$ cat src/rtl/tron_pkg.sv
// Shared types and helpers for the tron input/game-phase logic.
// The PAUSE state exists only when PAUSE_EN is defined.
package tron_pkg;

    localparam logic [9:0] LAST_ROW = 10'd599;
    localparam logic [9:0] LAST_COL = 10'd799;

    typedef enum logic [2:0] {
        DIR_UP    = 3'b000,
        DIR_DOWN  = 3'b001,
        DIR_LEFT  = 3'b010,
        DIR_RIGHT = 3'b011,
        DIR_STOP  = 3'b100
    } player_dir_t;

    typedef enum logic [2:0] {
        ST_IDLE      = 3'd0,
        ST_COUNTDOWN = 3'd1,
        ST_RUN       = 3'd2,
        ST_OVER      = 3'd3
`ifdef PAUSE_EN
        , ST_PAUSE   = 3'd4
`endif
    } game_state_t;

    // STOP has no opposite, so nothing is rejected while a player is stopped.
    function automatic player_dir_t opposite(input player_dir_t d);
        case (d)
            DIR_UP:    return DIR_DOWN;
            DIR_DOWN:  return DIR_UP;
            DIR_LEFT:  return DIR_RIGHT;
            DIR_RIGHT: return DIR_LEFT;
            default:   return DIR_STOP;
        endcase
    endfunction

endpackage

$ cat src/rtl/player_input_ctrl_btn_debounce.sv
// Two-flop synchronizer plus stable-level debounce for one raw button;
// emits a single-cycle press pulse on each accepted rising level.
module btn_debounce #(
    parameter int DEBOUNCE_CYCLES = 500000
) (
    input  logic clock,
    input  logic reset,
    input  logic raw,
    output logic level,
    output logic press
);

    localparam int CW = $clog2(DEBOUNCE_CYCLES + 1);
    localparam logic [CW-1:0] CNT_LAST = CW'(DEBOUNCE_CYCLES - 1);

    logic          sync1_reg;
    logic          sync2_reg;
    logic [CW-1:0] cnt_reg;
    logic          level_reg;
    logic          press_reg;

    always_ff @(posedge clock) begin
        if (reset) begin
            sync1_reg <= 1'b0;
            sync2_reg <= 1'b0;
            cnt_reg   <= '0;
            level_reg <= 1'b0;
            press_reg <= 1'b0;
        end else begin
            sync1_reg <= raw;
            sync2_reg <= sync1_reg;
            press_reg <= 1'b0;
            // Counter only runs while the synchronized sample disagrees with the accepted level.
            if (sync2_reg == level_reg) begin
                cnt_reg <= '0;
            end else if (cnt_reg == CNT_LAST) begin
                cnt_reg   <= '0;
                level_reg <= sync2_reg;
                press_reg <= sync2_reg;
            end else begin
                cnt_reg <= cnt_reg + CW'(1);
            end
        end
    end

    assign level = level_reg;
    assign press = press_reg;

endmodule

$ cat src/rtl/player_input_ctrl.sv
// Button conditioning, reversal filtering and game-phase FSM for both players.
// Optional PAUSE state enabled by defining PAUSE_EN.
module player_input_ctrl
    import tron_pkg::*;
#(
    parameter int DEBOUNCE_CYCLES  = 500000,
    parameter int COUNTDOWN_FRAMES = 120
) (
    input  logic       clock,
    input  logic       reset,
    input  logic [9:0] row,
    input  logic [9:0] col,
    input  logic [3:0] p1_btn,
    input  logic [3:0] p2_btn,
    input  logic       start_btn,
    input  logic       crash,
    output logic [2:0] p1_info,
    output logic [2:0] p2_info,
    output logic       dflt,
    output logic [2:0] game_state
);

    localparam int CD_W = (COUNTDOWN_FRAMES > 1) ? $clog2(COUNTDOWN_FRAMES) : 1;
    localparam logic [CD_W-1:0] CD_LOAD = CD_W'(COUNTDOWN_FRAMES - 1);

    logic [8:0] raw_all;
    logic [8:0] press_all;
    logic [8:0] unused_level;

    assign raw_all = {start_btn, p2_btn, p1_btn};

    generate
        for (genvar gi = 0; gi < 9; gi++) begin : g_btn
            btn_debounce #(
                .DEBOUNCE_CYCLES(DEBOUNCE_CYCLES)
            ) u_db (
                .clock(clock),
                .reset(reset),
                .raw  (raw_all[gi]),
                .level(unused_level[gi]),
                .press(press_all[gi])
            );
        end
    endgenerate

    // Bit i of a press vector maps to direction code i; lower index has priority.
    function automatic player_dir_t pick(input logic [3:0] presses,
                                         input player_dir_t committed,
                                         input player_dir_t current);
        player_dir_t r;
        r = current;
        for (int i = 3; i >= 0; i--) begin
            if (presses[i] && (player_dir_t'(3'(i)) != opposite(committed)))
                r = player_dir_t'(3'(i));
        end
        return r;
    endfunction

    game_state_t     state_reg;
    logic [CD_W-1:0] cd_reg;
    player_dir_t     p1_pend_reg, p2_pend_reg;
    player_dir_t     p1_comm_reg, p2_comm_reg;
    player_dir_t     p1_pend_next, p2_pend_next;
    player_dir_t     p1_info_reg, p2_info_reg;
    logic            dflt_reg;
    logic            start_pend_reg;
    logic            crash_pend_reg;
    logic            tick;

    assign tick = (row == LAST_ROW) && (col == LAST_COL);

    always_comb begin
        p1_pend_next = pick(press_all[3:0], p1_comm_reg, p1_pend_reg);
        p2_pend_next = pick(press_all[7:4], p2_comm_reg, p2_pend_reg);
    end

    always_ff @(posedge clock) begin
        if (reset) begin
            state_reg      <= ST_IDLE;
            cd_reg         <= '0;
            p1_pend_reg    <= DIR_STOP;
            p2_pend_reg    <= DIR_STOP;
            p1_comm_reg    <= DIR_STOP;
            p2_comm_reg    <= DIR_STOP;
            p1_info_reg    <= DIR_STOP;
            p2_info_reg    <= DIR_STOP;
            dflt_reg       <= 1'b1;
            start_pend_reg <= 1'b0;
            crash_pend_reg <= 1'b0;
        end else begin
            p1_pend_reg    <= p1_pend_next;
            p2_pend_reg    <= p2_pend_next;
            start_pend_reg <= start_pend_reg | press_all[8];
            crash_pend_reg <= crash_pend_reg | crash;
            if (tick) begin
                // Events arriving on the tick cycle itself survive to the next frame.
                start_pend_reg <= press_all[8];
                crash_pend_reg <= crash;
                case (state_reg)
                    ST_IDLE: begin
                        dflt_reg    <= 1'b1;
                        p1_info_reg <= DIR_STOP;
                        p2_info_reg <= DIR_STOP;
                        if (start_pend_reg) begin
                            state_reg <= ST_COUNTDOWN;
                            cd_reg    <= CD_LOAD;
                        end
                    end
                    ST_COUNTDOWN: begin
                        if (cd_reg == '0) begin
                            state_reg   <= ST_RUN;
                            p1_comm_reg <= DIR_UP;
                            p2_comm_reg <= DIR_DOWN;
                            p1_pend_reg <= DIR_UP;
                            p2_pend_reg <= DIR_DOWN;
                            p1_info_reg <= DIR_UP;
                            p2_info_reg <= DIR_DOWN;
                            dflt_reg    <= 1'b0;
                        end else begin
                            cd_reg <= cd_reg - CD_W'(1);
                        end
                    end
                    ST_RUN: begin
                        dflt_reg <= 1'b0;
                        if (crash_pend_reg) begin
                            state_reg   <= ST_OVER;
                            p1_info_reg <= DIR_STOP;
                            p2_info_reg <= DIR_STOP;
`ifdef PAUSE_EN
                        end else if (start_pend_reg) begin
                            state_reg   <= ST_PAUSE;
                            p1_info_reg <= DIR_STOP;
                            p2_info_reg <= DIR_STOP;
`endif
                        end else begin
                            p1_comm_reg <= p1_pend_reg;
                            p2_comm_reg <= p2_pend_reg;
                            p1_info_reg <= p1_pend_reg;
                            p2_info_reg <= p2_pend_reg;
                        end
                    end
                    ST_OVER: begin
                        p1_info_reg <= DIR_STOP;
                        p2_info_reg <= DIR_STOP;
                        if (start_pend_reg) begin
                            state_reg <= ST_IDLE;
                            dflt_reg  <= 1'b1;
                        end
                    end
`ifdef PAUSE_EN
                    ST_PAUSE: begin
                        if (crash_pend_reg) begin
                            state_reg <= ST_OVER;
                        end else if (start_pend_reg) begin
                            state_reg   <= ST_RUN;
                            p1_info_reg <= p1_comm_reg;
                            p2_info_reg <= p2_comm_reg;
                        end
                    end
`endif
                    default: begin
                        state_reg   <= ST_IDLE;
                        dflt_reg    <= 1'b1;
                        p1_info_reg <= DIR_STOP;
                        p2_info_reg <= DIR_STOP;
                    end
                endcase
            end
        end
    end

    assign p1_info    = p1_info_reg;
    assign p2_info    = p2_info_reg;
    assign dflt       = dflt_reg;
    assign game_state = state_reg;

endmodule

$ cat config.mk
export PLATFORM = sky130hd
export DESIGN_NAME = player_input_ctrl
export DESIGN_NICKNAME = d
export VERILOG_FILES = /design/src/rtl/tron_pkg.sv /design/src/rtl/player_input_ctrl_btn_debounce.sv /design/src/rtl/player_input_ctrl.sv
export SDC_FILE = /design/constraint.sdc
export NUM_CORES = 1
export LEC_CHECK = 0
export CORE_MARGIN = 1.5
export CORE_UTILIZATION = 42
export DETAILED_ROUTE_END_ITERATION = 10
export HOLD_SLACK_MARGIN = 0.15
export PLACE_DENSITY_LB_ADDON = 0.05
export SLEW_MARGIN = 15
export SYNTH_ARGS = -nofsm -noshare
export SYNTH_HDL_FRONTEND = slang
export SYNTH_SLANG_ARGS = --single-unit
$ cat constraint.sdc
create_clock -name clock -period 1.9 [get_ports clock]
set_input_delay 0.19 -clock clock [delete_from_list [all_inputs] [get_ports clock]]
set_output_delay 0.19 -clock clock [all_outputs]
set_load 0.005 [all_outputs]
==> results of run 1 <==
[per-stage QoR]
stage	util	hold slack (ps)	cells
2_1_floorplan	-	307.4	1166
3_3_place_gp	0.4908	416.1	1583
3_5_place_dp	0.4908	420.4	1583
4_1_cts	0.5308	186.6	1632
5_1_grt	0.5342	213.9	1632
6_report	0.5342	217.8	1632
[logic make-up after synthesis]
group,share of synthesized area
XOR/XNOR,0.1426
buffers and inverters,0.02593
AND/OR/NAND/NOR,0.3004
adder cells (fa/ha/maj),0.01729
multiplexers,0.01519
other,0.0003702
AO/OA/AOI/OAI,0.02989
flip-flops,0.4683
[metal layers]
metal  GRT usage  part of all wire  routed length (um)
met5           0                 0                   0
met4     0.03694             0.019                 378
met3     0.02885             0.036                 702
met2      0.2593              0.43                8322
met1      0.2227              0.52               10170
[cell type report]
class | count | area, um2
clock buffers | 36 | 759.5
fillers | 2259 | 10970
well taps | 319 | 399.1
flip-flops and latches | 237 | 4751
repair buffers | 129 | 1154
clock inverters | 12 | 166.4
multi-input cells | 864 | 5216
inverters | 35 | 131.4
[cell usage after synthesis (2+ instances only)]
master	instances
nor2_1	247
dfxtp_1	237
nand2_1	86
xor2_1	83
xnor2_1	82
nand3_1	75
nand4_1	36
nor3_1	36
inv_1	35
and3_1	31
a21oi_1	22
nor2b_1	21
clkbuf_1	18
nor4_1	18
nor4b_1	15
ha_1	14
mux2i_1	12
or3_1	12
buf_2	9
o21ai_0	9
and4_1	6
nand2b_1	5
nand4b_1	5
or2_2	5
and4b_1	3
mux2_2	3
nor3b_1	3
or4_1	3
and2_1	2
buf_4	2
nand3b_1	2
nor4bb_1	2
o211ai_1	2
o31ai_1	2
[timing repair]
| action | 4_1_cts | 5_1_grt |
|---|---|---|
| endpoints found under the setup margin | 3 | 75 |
| buffers inserted | 0 | 1 |
| endpoints found under the hold margin | 27 | 0 |
| hold buffers | 1 | 0 |
| pin swaps | 1 | 10 |
| gates resized for setup | 2 | 24 |
[where the power goes]
part	total, mW	leakage (nW)	internal [mW]	switching, mW
Clock	5.36	0.458	3.33	2.03
Sequential	5.01	1.92	4.99	0.0134
Combinational	0.201	1.99	0.110	0.0910
Total	10.6	4.36	8.44	2.13
[worst min-delay path by stage]
stage | slack, ps | depth (start not counted) | end
finish | 220 | 2 | g_btn[2].u_db.sync1_reg
detailed placement | 420 | 1 | g_btn[3].u_db.sync2_reg
CTS | 190 | 2 | g_btn[2].u_db.sync1_reg
floorplan | 310 | 2 | crash_pend_reg
global route | 210 | 2 | g_btn[2].u_db.sync1_reg
global placement | 420 | 1 | g_btn[0].u_db.sync2_reg
==> metrics.cfg, run 1 <==
[drt]
routed_via_density=4.798
vias=7831
dr.pass1.iters=4
routed_wirelength_um=19570
post_drt_wl_per_cell_um=11.99
drt_iter0_drc=395
ant_nets=0
drc=0

[worst_setup_path]
worst-path-buf-inv=1
reg2reg_depth=6
regToRegSetupSlack_ps=-20
setup.worst_path.end_class=register
crit_cells=6
crit_start=cd_reg[5]
arrival_ps=2330
crit_type=register to register
path_cells=or4_4, o31ai_4, nand4_1, buf_4, nand2_2, o211ai_1
worstSetupStartpointType=register
cp_top_family=simple AND/OR/NAND/NOR gates
rr_startpoint=cd_reg[5]
crit_end=p1_comm_reg[2]
cpPeakStageDelay_ps=560
crit_required_ps=2310
r2r-end=p1_comm_reg[2]
path_max_fanout=5
cpMaxStageDelayCell=or4_4

[timing]
setup_tns_ps=-51.91
rsz0062_at_grt=true
fin_crit_sh=1.011
finalCriticalPeriod_ps=1920
max_freq_mhz=520.8
finalHoldViolCount=0
setup_violations=3
finalClockSkew_ps=11.19
slew_viol_final=0
setup_ws_ps=-20.12

[power_and_ir_drop]
power.density_nw_per_um2=840.3
peakVddDrop_mv=0.8349
total_power_mw=10.57
power_leakage_nw=4.361

[synth]
synth-main-ff-cell=dfxtp_1
synth_cells=1166
ys_seq_area_frac=0.4683
synth_area_um2=10130
yosys.area.top_type=dfxtp_1
syn-num-nets=1212
synth-edff-count=0
postSynthAreaPerCell_um2=8.689
synth.distinct_cells=57
ys_ff_latch=237
synthTopCellsByArea=dfxtp_1 47%, nor2_1 9.2%, xor2_1 7.2%
yosys_warnings=0
async_flop_share=0
synth_top_area_frac=0.4683

[cells_and_area]
n_antenna_cell=0
areaGrowthSynthToFinish_pct=24.15
largest_register_ffs=171
final_common_cell=nor2_1
stdcell_area_um2=12580
final_cell_mix=247 x nor2_1, 234 x dfxtp_1, 83 x xor2_1, 83 x nand2_1, 82 x xnor2_1
fin_nets=1340
layout-drive-gt1-share=0.1310

[placed_design]
io_buffers=40
place_congestion=0.7712
dp_hpwl_um=13370
placed_cell_area_um2=11550
dp_slack_ps=-139.7

[global_route]
grt_antenna_before_repair=0
grt_pass1_vias=7378
grt.overflow.total=0
grt_pass1_wl_um=33950
grtUsageTotal=0.1606
grt_max_degree=49

[clock_network]
path_clk_slew_ps=60
insertion_delay_ps=530
cts_tree=built
numCtsBuffers=27
root_buffer=clkbuf_16
cts_sinks=237
h-tree-depth=1
ctsLongestPathBuffers=3

[hold_path]
min_from=p1_btn[2]
hp-class=input port to register

[floorplan]
die_h_um=158.3
die_x_um=158.3
io-pin-count=42
rows=56
core_area_um2=23540
start_util=0.4303
die_area_um2=25060

[outcome]
run_status=finished with violations
violations=negative setup slack

[job]
maxCapViolCount=0

Note: power is estimated with default switching activity, not from simulation.
==> run 2, diff against run 1 <==
--- a/config.mk
+++ b/config.mk
@@ -8,6 +8,7 @@
 export CORE_MARGIN = 1.5
 export CORE_UTILIZATION = 42
 export DETAILED_ROUTE_END_ITERATION = 10
+export GPL_TIMING_DRIVEN = 1
 export HOLD_SLACK_MARGIN = 0.15
 export PLACE_DENSITY_LB_ADDON = 0.05
 export SLEW_MARGIN = 15
==> results of run 2 <==
Same layout as run 1: the final DEF is identical, and so are final timing and power.
